==> config.mk <==
export PLATFORM = sky130hd
export DESIGN_NAME = alu_ctrl_muldiv
export DESIGN_NICKNAME = d
export VERILOG_FILES = /design/src/rtl/alu_ctrl_muldiv.sv
export SDC_FILE = /design/constraint.sdc
export NUM_CORES = 1
export LEC_CHECK = 0
export CAP_MARGIN = 15
export CORE_ASPECT_RATIO = 1.25
export CORE_UTILIZATION = 15
export DETAILED_ROUTE_END_ITERATION = 8
export PLACE_DENSITY = 0.95
export SLEW_MARGIN = 20
export SYNTH_ARGS = -nofsm -noshare
export SYNTH_HDL_FRONTEND = slang
export SYNTH_SLANG_ARGS = --single-unit
==> constraint.sdc <==
create_clock -name vclk -period 1.3
set_input_delay 0.26 -clock vclk [all_inputs]
set_output_delay 0.26 -clock vclk [all_outputs]
set_load 0.01 [all_outputs]
==> src/rtl/alu_ctrl_muldiv.sv <==
// EX-stage ALU decoder plus an iterative RV32M multiply/divide engine.
// Define RV_M_EXT_EN to build the mul/div engine; otherwise its outputs are 0.
module alu_ctrl_muldiv #(
  parameter int XLEN = 32
) (
  input  logic            clk,
  input  logic            reset,
  input  logic            valid_in,
  input  logic            flush,
  input  logic [1:0]      ALUOp,
  input  logic [2:0]      funct3,
  input  logic            funct7_5,
  input  logic            funct7_0,
  input  logic [XLEN-1:0] op_a,
  input  logic [XLEN-1:0] op_b,
  output logic [3:0]      Operation,
  output logic            stall,
  output logic            md_valid,
  output logic [XLEN-1:0] md_result
);

  localparam logic [3:0] OP_AND  = 4'b0000;
  localparam logic [3:0] OP_OR   = 4'b0001;
  localparam logic [3:0] OP_ADD  = 4'b0010;
  localparam logic [3:0] OP_XOR  = 4'b0011;
  localparam logic [3:0] OP_SRL  = 4'b0100;
  localparam logic [3:0] OP_SRA  = 4'b0101;
  localparam logic [3:0] OP_SUB  = 4'b0110;
  localparam logic [3:0] OP_SLL  = 4'b0111;
  localparam logic [3:0] OP_SLT  = 4'b1000;
  localparam logic [3:0] OP_SLTU = 4'b1001;

  // ALU operation decode from ALUOp/funct only
  always_comb begin
    Operation = OP_ADD;
    unique case (ALUOp)
      2'b00: Operation = OP_ADD;
      2'b01: begin
        unique case (funct3[2:1])
          2'b10:   Operation = OP_SLT;
          2'b11:   Operation = OP_SLTU;
          default: Operation = OP_SUB;
        endcase
      end
      default: begin
        unique case (funct3)
          3'b000:  Operation = (funct7_5 && ALUOp == 2'b10) ? OP_SUB : OP_ADD;
          3'b001:  Operation = OP_SLL;
          3'b010:  Operation = OP_SLT;
          3'b011:  Operation = OP_SLTU;
          3'b100:  Operation = OP_XOR;
          3'b101:  Operation = funct7_5 ? OP_SRA : OP_SRL;
          3'b110:  Operation = OP_OR;
          default: Operation = OP_AND;
        endcase
      end
    endcase
  end

`ifdef RV_M_EXT_EN
  localparam int CW = $clog2(XLEN) + 1;
  localparam logic [CW-1:0] LAST = CW'(XLEN - 1);
  localparam logic [XLEN-1:0] MINV = {1'b1, {(XLEN-1){1'b0}}};

  typedef enum logic [1:0] {IDLE, BUSY, DONE} state_t;

  state_t          state, state_nx;
  logic [CW-1:0]   count;
  logic [2:0]      fn;
  logic            neg, neg_r;
  logic [XLEN-1:0] hi, lo, dvs;

  logic            start, a_sgn, b_sgn, sa, sb;
  logic            div_zero, div_ovf, special;
  logic [XLEN-1:0] abs_a, abs_b, spec_res;

  assign start = valid_in & (ALUOp == 2'b10) & funct7_0
               & (state == IDLE) & ~flush;

  assign a_sgn = funct3[2] ? ~funct3[0] : (funct3[1:0] != 2'b11);
  assign b_sgn = funct3[2] ? ~funct3[0] : ~funct3[1];
  assign sa    = a_sgn & op_a[XLEN-1];
  assign sb    = b_sgn & op_b[XLEN-1];
  assign abs_a = sa ? -op_a : op_a;
  assign abs_b = sb ? -op_b : op_b;

  assign div_zero = funct3[2] & (op_b == '0);
  assign div_ovf  = funct3[2] & ~funct3[0] & (op_a == MINV) & (&op_b);
  assign special  = div_zero | div_ovf;
  assign spec_res = div_zero ? (funct3[1] ? op_a : '1)
                             : (funct3[1] ? '0 : op_a);

  logic [XLEN:0]     madd, msum, r_sh, diff;
  logic [XLEN-1:0]   nx_hi, nx_lo, quo, rem, fin;
  logic [2*XLEN-1:0] prod, prod_f;
  logic              ge;

  // One shift-add or restoring-divide step, plus final sign fix
  always_comb begin
    madd   = lo[0] ? {1'b0, dvs} : '0;
    msum   = {1'b0, hi} + madd;
    r_sh   = {hi, lo[XLEN-1]};
    diff   = r_sh - {1'b0, dvs};
    ge     = ~diff[XLEN];
    nx_hi  = fn[2] ? (ge ? diff[XLEN-1:0] : r_sh[XLEN-1:0])
                   : msum[XLEN:1];
    nx_lo  = fn[2] ? {lo[XLEN-2:0], ge}
                   : {msum[0], lo[XLEN-1:1]};
    prod   = {nx_hi, nx_lo};
    prod_f = neg ? -prod : prod;
    quo    = neg ? -nx_lo : nx_lo;
    rem    = neg_r ? -nx_hi : nx_hi;
    fin    = fn[2] ? (fn[1] ? rem : quo)
                   : ((fn[1:0] == 2'b00) ? prod_f[XLEN-1:0]
                                         : prod_f[2*XLEN-1:XLEN]);
  end

  // Next-state logic; flush always returns to IDLE
  always_comb begin
    state_nx = state;
    unique case (state)
      IDLE:    if (start) state_nx = special ? DONE : BUSY;
      BUSY:    if (count == LAST) state_nx = DONE;
      DONE:    state_nx = IDLE;
      default: state_nx = IDLE;
    endcase
    if (flush) state_nx = IDLE;
  end

  // State, operand latches, iteration registers and result
  always_ff @(posedge clk) begin
    if (reset) begin
      state     <= IDLE;
      count     <= '0;
      fn        <= '0;
      neg       <= 1'b0;
      neg_r     <= 1'b0;
      hi        <= '0;
      lo        <= '0;
      dvs       <= '0;
      md_result <= '0;
    end else begin
      state <= state_nx;
      if (start) begin
        fn    <= funct3;
        neg   <= sa ^ sb;
        neg_r <= sa;
        hi    <= '0;
        lo    <= funct3[2] ? abs_a : abs_b;
        dvs   <= funct3[2] ? abs_b : abs_a;
        count <= '0;
        if (special) md_result <= spec_res;
      end else if (state == BUSY) begin
        hi    <= nx_hi;
        lo    <= nx_lo;
        count <= count + 1'b1;
        if (count == LAST && !flush) md_result <= fin;
      end
    end
  end

  assign stall    = start | (state == BUSY);
  assign md_valid = (state == DONE);
`else
  logic unused_md;
  assign unused_md = ^{clk, reset, valid_in, flush, funct7_0, op_a, op_b};
  assign stall     = 1'b0;
  assign md_valid  = 1'b0;
  assign md_result = '0;
`endif

endmodule

After elaboration in Yosys (flattened, before gate mapping)
Cells that the tools add are included.

Logic and storage cells: 18. Bits in latches: 0. Memories: 0. Output and inout port bits: 38. Bits in read-only memories: 0. Flip-flop bits (word level): 0. Bits in writable memories: 0.

Bitwise operators: 0. Add/subtract/negate cells: 0. Equality and inequality tests: 10. Shift-type cells: 0. Multiplexer cells: 5. Reduce and logical (&&, ||, !) cells: 3. Order comparisons: 0. Multipliers: 0. Divide/modulo/power cells: 0.

Operators by type and width (count): $pmux W4 S7 (1); $pmux W4 S2 (2); $eq A3 B3 Y1 const B (3); $eq A2 B2 Y1 const B (3); $eq A3 B2 Y1 const B (2); $eq A3 B1 Y1 const B (1); $logic_not A3 Y1 (1); $mux W3 (1); $eq A2 B1 Y1 const B (1); $logic_not A2 Y1 (1); $logic_and A1 B1 Y1 (1); $mux W1 (1).

Longest topological paths before layout
Gate-level depths: netlist of the first run.

Depth in word-level cells: 5. Mapped depth: 3. Depth with buffers taken out: 3.

Worst setup path after synthesis of the first run
No wires, ideal clock.

Path kind: input to output. Start: input ALUOp[0]. End: output Operation[1]. Setup slack: 301 ps. Required time: 1040 ps. Arrival time: 739 ps. Stages: 3. Cells stage by stage: nor2b_2 -> a21o_1 -> a21boi_2.

Longest elaborated chain between the ends: 2.

RTL lines: start: declaration (RTL line 10) `input logic [1:0] ALUOp,`; $eq A2 B1 Y1 or $logic_not A2 Y1 (tied branches) (RTL line 36) `unique case (ALUOp)`; $pmux W4 S2 * (RTL line 36); end: declaration (RTL line 16) `output logic [3:0] Operation,`.

Mark *: on every way between the ends. The rest lies on a longest branch, timed or not.

Final worst setup path of the first run
Start: input funct7_5. End: output Operation[2].

Longest elaborated chain between the ends: 4.

RTL lines: start: declaration (RTL line 12) `input logic funct7_5,`; $logic_and A1 B1 Y1 (RTL line 47) `3'b000: Operation = (funct7_5 && ALUOp == 2'b10) ? OP_SUB : OP_ADD;`; $mux W3 (RTL line 47); $pmux W4 S7 (RTL line 46) `unique case (funct3)`; $pmux W4 S2 (RTL line 36).

No other way between the ends.

==> summary.md, run 1 <==
| Metric | Value |
|---|---|
| CP required | `approximately 1000 ps` |
| Setup Buffers After CTS | `0` |
| Adder and majority gate portion of the synthesized area | `0` |
| Top Usage Layer GRT | `met1` |
| Yosys cell types | `12` |
| Met3 global-route usage | `0.003247` |
| Layout cells sized above 1 | `0.2295` |
| Share of the synthesized area in the top cell type | `0.7286` |
| # IOs | `approximately 110` |
| Clock network power share | `0` |
| Net count, final | `approximately 140` |
| Leakage power | `roughly 0.00021 uW` |
| Clock buf count | `0` |
| Seq Cell Count | `0` |
| XOR/XNOR share of the synthesized area | `0` |
| Final wirelength | `approximately 500 um` |
| Max Fclk | `around 790 MHz` |
| DR pass1 iterations | `1` |
| Largest net degree at the start of global routing | `8` |
| Met1 usage | `0.05294` |
| Worst vdd rail ir drop | `roughly 86 uV` |
| Reg power frac | `0` |
| Multiplexer share of the synthesized area | `0` |
| DR iter-0 viols | `0` |
| Cells on Worst Hold Path | `3` |
| Post-Syn Instances | `51` |
| Max Slew Vio Count | `0` |
| Post-Syn Area | `~350 um^2` |
| Pwr Density | `approximately 310 mW/mm^2` |
| Sw Share | `0.7025` |
| Routed Antenna Nets | `0` |
| Psw | `roughly 78 uW` |
| Top cells by area, synth | `buf_4 (73%), nand2_1 (4.3%), nor2b_1 (3.6%)` |
| Total of max-cap violations | `0` |
| Syn_area_per_cell | `approximately 6.9 um^2` |
| DP Worst Slack | `-814.5 ps` |
| GR Util met2 | `0.04555` |
| RSZ-0062 raised after global routing | `false` |
| Post-DP HPWL | `441.7 um` |
| Vias in the first global route | `141` |
| Area leader, netlist | `buf_4` |
| Initial Util | `0.1585` |
| Register area | `0 um^2` |
| Die area | `0.002534 mm^2` |
| Wirelength per Cell | `5.435 um` |
| Buffers on Ports | `10` |
| Die Span X | `approximately 45 um` |
| Status | `completed` |
| Final setup fails | `0` |
| All-layer global routing usage | `0.03181` |
| Final WS setup | `around 39 ps` |
| Crit Path Class | `input pin to output port` |
| Simple-gate portion of the synthesized area | `0.1036` |
| Seq/Total Area, Yosys | `0` |
| Synth warn | `0` |
| Total grt overflow | `0` |
| P_int | `approximately 33 uW` |
| Fill cells | `262` |
| Combinational power share | `1.000` |
| Min Tclk post-route | `about 1300 ps` |
| Antenna cells | `0` |
| Row count | `19` |
| First-pass GRT wire length | `634 um` |
| DRC | `0` |
| Vias | `about 250` |
| Hold-fix buffers, CTS | `0` |
| RePlAce Congestion | `around 0.69` |
| Core ar. | `~0.0022 mm^2` |
| Critical Path Source Type | `input pin` |
| Crit share post-route | `0.9703` |
| Die H | `about 56 um` |
| Complex-gate fraction of the synthesized area | `0.1464` |
| Area occupied by multi-input gates | `around 240 um^2` |
| Initial antenna violation count | `0` |
| Critical Path AT | `1000 ps` |
| CP max FO | `2` |
| Fin. Hold Viols | `0` |
| Crit. End Element | `output port` |
| Vias per Instance | `around 2.7` |
| Final Util | `0.1590` |
| Top-count cell post-synth | `buf_4` |
| P&R area growth vs syn | `0.3571%` |
| Hold Crit Class | `input pin to output port` |
| Largest family of logic cells by synthesized area | `buffers and inverters` |
| Commonest cells in the netlist | `buf_4 (34), nand2_1 (4), a21oi_1 (2), nor2b_1 (2), o21ai_0 (2)` |
kinds of logic after synthesis:
logic type             Yosys count
AOI/OAI and AO/OA                8
buffers and inverters           35
other                            1
and+or+nand+nor                  7
worst paths after layout:
path / startpoint / to / slack [ps]
hold / removal: funct3[1] / Operation[2] / 910
setup / recovery: funct7_5 / Operation[2] / 40
per-stage QoR:
stage	instance area [um^2]	setup TNS, ps	hold WS [ps]	cells	power (uW)
final	351.6	0	911.6	92	110.4
after global placement	365.4	-2871	1614	92	117.6
after CTS	366.6	-19.39	1015	92	111.5
after detailed placement	365.4	-2958	1633	92	117.6
after floorplan	474.2	0	566.0	84	144.0
after global routing	351.6	0	932.9	92	122.2
routing by layer:
| metal | vias up | part of all wire |
|---|---|---|
| met5 | - | 0 |
| met4 | 0 | 0 |
| met3 | 0 | 0.15 |
| met2 | 31 | 0.39 |
| met1 | 103 | 0.46 |
| li1 | 115 | - |
cell usage in the layout, fill, tap and decap left out, drive strengths merged:
cell type / synthesis / layout
buf: 34 / 7
nor2b: 3 / 3
o21ai: 2 / 2
a21boi: 1 / 1
a21o: 1 / 1
conb: 1 / 34
clkbuf: 0 / 1
o22ai: 1 / 1
a31oi: 1 / 1
a21oi: 2 / 2
nand2: 4 / 4
dlygate4sd2: 0 / 3
inv: 1 / 1
critical path, stage by stage:
cell           delay, ps
dlygate4sd2_1        240
nor2b_4              130
a21oi_2              140
o22ai_2               80
buf_2                150
area by class of cell:
| cell class | instances | area share |
|---|---|---|
| inverters | 1 | 0.01068 |
| multi-input cells | 49 | 0.6833 |
| well taps | 31 | 0.1103 |
| repair buffers | 11 | 0.1957 |
power groups by stage:
stage / combinational, uW / clock [uW] / sequential (uW)
floorplan: 144 / 0 / 0
global placement: 118 / 0 / 0
detailed placement: 118 / 0 / 0
CTS: 111 / 0 / 0
global route: 122 / 0 / 0
finish: 110 / 0 / 0
timing repair:
action | 4_1_cts | 5_1_grt
gates resized for setup | 33 | 5
endpoints found under the setup margin | 4 | 3
pin swaps | 2 | 0
No activity file was read; power rests on OpenSTA's default activity.
==> run 2: changes to the inputs <==
--- a/config.mk
+++ b/config.mk
@@ -10,6 +10,7 @@
 export CORE_UTILIZATION = 15
 export DETAILED_ROUTE_END_ITERATION = 8
 export PLACE_DENSITY = 0.95
+export SETUP_SLACK_MARGIN = 0.05
 export SLEW_MARGIN = 20
 export SYNTH_ARGS = -nofsm -noshare
 export SYNTH_HDL_FRONTEND = slang
==> run 2 against run 1 <==
Design area grew 1.8%; flip-flop and latch count is the same; total power is 2.1% higher.
==> summary.md, run 2 (synthesized netlist as in run 1, its figures left out) <==
| Metric | Value |
|---|---|
| Status | `completed` |
| Post-DP HPWL | `between 400 and 500 um` |
| Leakage power | `roughly 0.00021 uW` |
| Wirelength per Cell | `~5.5 um` |
| RePlAce Congestion | `roughly 0.7` |
| Core ar. | `between 0.002 and 0.0025 mm^2` |
| Total of max-cap violations | `0` |
| Antenna cells | `0` |
| DRC | `0` |
| Buffers on Ports | `10` |
| Vias per Instance | `2.728` |
| Crit Path Class | `input pin to output port` |
| Combinational power share | `1.000` |
| Seq Cell Count | `0` |
| DR pass1 iterations | `1` |
| Setup Buffers After CTS | `0` |
| # IOs | `113` |
| Tot Pwr | `112.7 uW` |
| Crit share post-route | `0.9338` |
| Met3 global-route usage | `0.003247` |
| First-pass GRT wire length | `~620 um` |
| Critical Path Source Type | `input pin` |
| P_int | `about 34 uW` |
| Pwr Density | `around 310 mW/mm^2` |
| Reg power frac | `0` |
| Top Usage Layer GRT | `met1` |
| Most frequent cells in the layout | `conb_1 (34), buf_2 (7), nand2_1 (4)` |
| Placed Cells | `92` |
| Sw Share | `0.6977` |
| Max Slew Vio Count | `0` |
| Initial antenna violation count | `0` |
| Hold Crit Class | `input pin to output port` |
| Max Fclk | `~800 MHz` |
| GR Util met2 | `0.04555` |
| Routed Antenna Nets | `0` |
| Hold-fix buffers, CTS | `0` |
| All-layer global routing usage | `0.03117` |
| Most common cell after layout, fill and taps aside | `conb_1` |
| Layout cells sized above 1 | `0.2459` |
| CP required | `about 1000 ps` |
| Final setup fails | `0` |
| Die Span X | `between 40 and 50 um` |
| Worst setup path startpoint | `funct7_5` |
| Min Tclk post-route | `approximately 1200 ps` |
| Psw | `~79 uW` |
| Crit. End Element | `output port` |
| Fill cells | `263` |
| Min-delay src | `funct3[1]` |
| Fin. Hold Viols | `0` |
| Worst vdd rail ir drop | `slightly below 90 uV` |
| Total grt overflow | `0` |
| Largest net degree at the start of global routing | `8` |
| Crit path to | `Operation[2]` |
| Clock buf count | `0` |
| CP max FO | `2` |
| Post-route insts no fill | `92` |
| Die H | `about 56 um` |
| Row count | `19` |
| Register area | `0 um^2` |
| Vias in the first global route | `around 140` |
| Initial Util | `0.1585` |
| Net count, final | `138` |
| DR iter-0 viols | `0` |
| Die area | `approximately 0.0025 mm^2` |
| Clock network power share | `0` |
| RSZ-0062 raised after global routing | `false` |
| Vias | `roughly 250` |
| Worst hold slack | `907.5 ps` |
| Critical Path AT | `roughly 950 ps` |
| Met1 usage | `0.05098` |
| Final wirelength | `between 500 and 600 um` |
| P&R area growth vs syn | `2.143%` |
==> run 2: cell types whose count changed in the layout (fill, tap and decap cells not counted) <==
cell,delta
clkdlybuf4s15_1,+2
dlygate4sd2_1,-2
buf_2,+1
clkbuf_2,-1
o21ai_1,-1
o21ai_2,+1
==> run 2: cell type report <==
type,instances,area [um^2],share of cell area
multi-input cells,49,244.0,0.6818
repair buffers,11,71.32,0.1993
well taps,31,38.79,0.1084
inverters,1,3.754,0.01049
==> run 2: power by group through the flow <==
| stage | Clock [uW] | Sequential [uW] | Combinational [uW] |
|---|---|---|---|
| 2_1_floorplan | 0 | 0 | 144 |
| 3_3_place_gp | 0 | 0 | 118 |
| 3_5_place_dp | 0 | 0 | 118 |
| 4_1_cts | 0 | 0 | 109 |
| 5_1_grt | 0 | 0 | 124 |
| 6_report | 0 | 0 | 113 |
==> run 2: how the worst min path moves through the flow <==
stage                        end  cells past startpoint
finish              Operation[2]                      3
CTS                 Operation[2]                      3
global placement    Operation[0]                      4
floorplan           Operation[1]                      1
global route        Operation[2]                      3
detailed placement  Operation[0]                      4
==> run 2: layer usage <==
metal  part of all wire  vias up
met4                  0        0
met1               0.44      105
met3               0.14        0
met2               0.41       31
met5                  0        -
li1                   -      115
==> run 2: per-stage QoR <==
stage               setup slack [ps]  cell area (um^2)    util  TNS, ps
floorplan                      300.7             474.2       -        0
global placement              -807.2             365.4  0.1653    -2871
detailed placement            -814.5             365.4  0.1653    -2958
CTS                            63.32             352.8  0.1596        0
global route                   50.64             357.8  0.1619        0
finish                         86.07             357.8  0.1619        0
==> run 2: what timing repair did <==
action / in CTS / in global routing
resized for setup: 39 / 2
setup endpoints to repair: 4 / 3
pin swaps: 3 / 4
==> run 2: worst max-delay path, cell delays in order <==
cell             delay (ps)
clkdlybuf4s15_1         170
nor2b_4                 140
a21oi_2                 150
o22ai_2                  80
buf_2                   150
==> run 3: changes to the inputs <==
--- a/config.mk
+++ b/config.mk
@@ -9,7 +9,7 @@
 export CORE_ASPECT_RATIO = 1.25
 export CORE_UTILIZATION = 15
 export DETAILED_ROUTE_END_ITERATION = 8
-export PLACE_DENSITY = 0.95
+export PLACE_DENSITY = 0.88
 export SETUP_SLACK_MARGIN = 0.05
 export SLEW_MARGIN = 20
 export SYNTH_ARGS = -nofsm -noshare
==> run 3 against run 2 <==
Total power down 0.89%; routed wire length decreased by 2.8%; critical path depth unchanged; die area unchanged; design area fell by 0.70%; largest cell class unchanged; combinational power hardly changed; worst setup slack improved by 27 ps.
==> summary.md, run 3 (synthesized netlist as in run 1, its figures left out) <==
| Metric | Value |
|---|---|
| DR iter-0 viols | `1` |
| CP max FO | `2` |
| Fin. Hold Viols | `0` |
| Wirelength per Cell | `around 5.3 um` |
| Setup Buffers After CTS | `0` |
| Hold-fix buffers, CTS | `0` |
| Die area | `approximately 0.0025 mm^2` |
| Buffers on Ports | `10` |
| Most frequent cells in the layout | `conb_1 (34), nand2_1 (4), buf_2 (4)` |
| P&R area growth vs syn | `1.429%` |
| CP required | `1040 ps` |
| Min Tclk post-route | `1187 ps` |
| Vias | `between 200 and 250` |
| Min-delay src | `ALUOp[1]` |
| Cells on Worst Hold Path | `4` |
| Pwr Density | `314.4 mW/mm^2` |
| Slowest CP cell | `clkdlybuf4s15_1` |
| Hold Crit Class | `input pin to output port` |
| Routed Antenna Nets | `0` |
| Critical Path AT | `approximately 930 ps` |
| Critical Path Source Type | `input pin` |
| Post-DP HPWL | `440.2 um` |
| Die Span X | `45.23 um` |
| Initial antenna violation count | `0` |
| Antenna cells | `0` |
| Hold EP | `Operation[0]` |
| Worst vdd rail ir drop | `about 73 uV` |
| # IOs | `roughly 110` |
| Largest net degree at the start of global routing | `8` |
| Cell family with most CP delay | `buffers and inverters` |
| RSZ-0062 raised after global routing | `true` |
| Final wirelength | `495 um` |
| Buf+Inv Stages, Crit Path | `2` |
| Core ar. | `0.002211 mm^2` |
| Clock buf count | `0` |
| RePlAce Congestion | `0.6962` |
| Crit. End Element | `output port` |
| TNS Setup | `0 ps` |
| Row count | `19` |
| Crit Path Class | `input pin to output port` |
| Seq Cell Count | `0` |
| Final setup fails | `0` |
| Register area | `0 um^2` |
| DRC | `0` |
| Initial Util | `0.1585` |
| First-pass GRT wire length | `between 600 and 700 um` |
| Crit share post-route | `0.9128` |
| Status | `completed` |
| Vias per Instance | `around 2.6` |
| Total of max-cap violations | `0` |
| Worst path max stage delay | `160 ps` |
| Layout cells sized above 1 | `0.2258` |
| Total grt overflow | `0` |
| DR pass1 iterations | `2` |
| Max Fclk | `about 840 MHz` |
| Most common cell after layout, fill and taps aside | `conb_1` |
| Tot Pwr | `roughly 110 uW` |
| Die H | `about 56 um` |
| Crit path cell chain | `clkdlybuf4s15_1, nor2b_4, a21oi_1, o22ai_1, buf_2` |
| Vias in the first global route | `about 140` |
| Net count, final | `~140` |
| All-layer global routing usage | `0.02990` |
| Leakage power | `between 0.0002 and 0.00025 uW` |
| Max Slew Vio Count | `0` |
run 3: where the power goes:
group	internal (uW)	switching, uW	total (uW)
sequential	0	0	0
clock	0	0	0
combinational	35.5	76.2	112
run 3: cell type report:
type | count | area (um^2)
fillers | 266 | 1856
multi-input cells | 49 | 231.5
inverters | 1 | 3.754
repair buffers | 12 | 81.33
well taps | 31 | 38.79
run 3: worst max path at each step:
stage                     cells past startpoint  startpoint      endpoint  slack (ps)
after floorplan                               3    ALUOp[0]  Operation[1]         300
after global placement                        5    ALUOp[1]  Operation[0]        -720
after detailed placement                      5    ALUOp[1]  Operation[0]        -750
after CTS                                     5    ALUOp[0]  Operation[1]          30
after global routing                          5    funct7_5  Operation[0]          30
final                                         5    funct7_5  Operation[2]         110
run 3: per-stage QoR:
step | hold slack [ps] | util | setup WS (ps) | instance area (um^2) | instances
5_1_grt | 923.4 | 0.1607 | 34.24 | 355.3 | 93
4_1_cts | 937.2 | 0.1613 | 34.86 | 356.6 | 93
3_5_place_dp | 1628 | 0.1686 | -750.0 | 372.9 | 93
2_1_floorplan | 566.0 | - | 300.7 | 474.2 | 84
3_3_place_gp | 1614 | 0.1686 | -720.4 | 372.9 | 93
6_report | 882.4 | 0.1607 | 113.4 | 355.3 | 93
run 3: what timing repair did:
| item | 4_1_cts | 5_1_grt |
|---|---|---|
| pin swaps | 3 | 3 |
| endpoints found under the setup margin | 4 | 4 |
| resized for setup | 32 | 10 |
run 3: per-layer routing:
metal / up-vias / GRT usage / routed length (um)
met3: 0 / 0.02922 / 140
met2: 27 / 0.03520 / 172
met4: 0 / 0 / 0
met1: 96 / 0.04118 / 182
li1: 115 / - / -
met5: - / 0 / 0
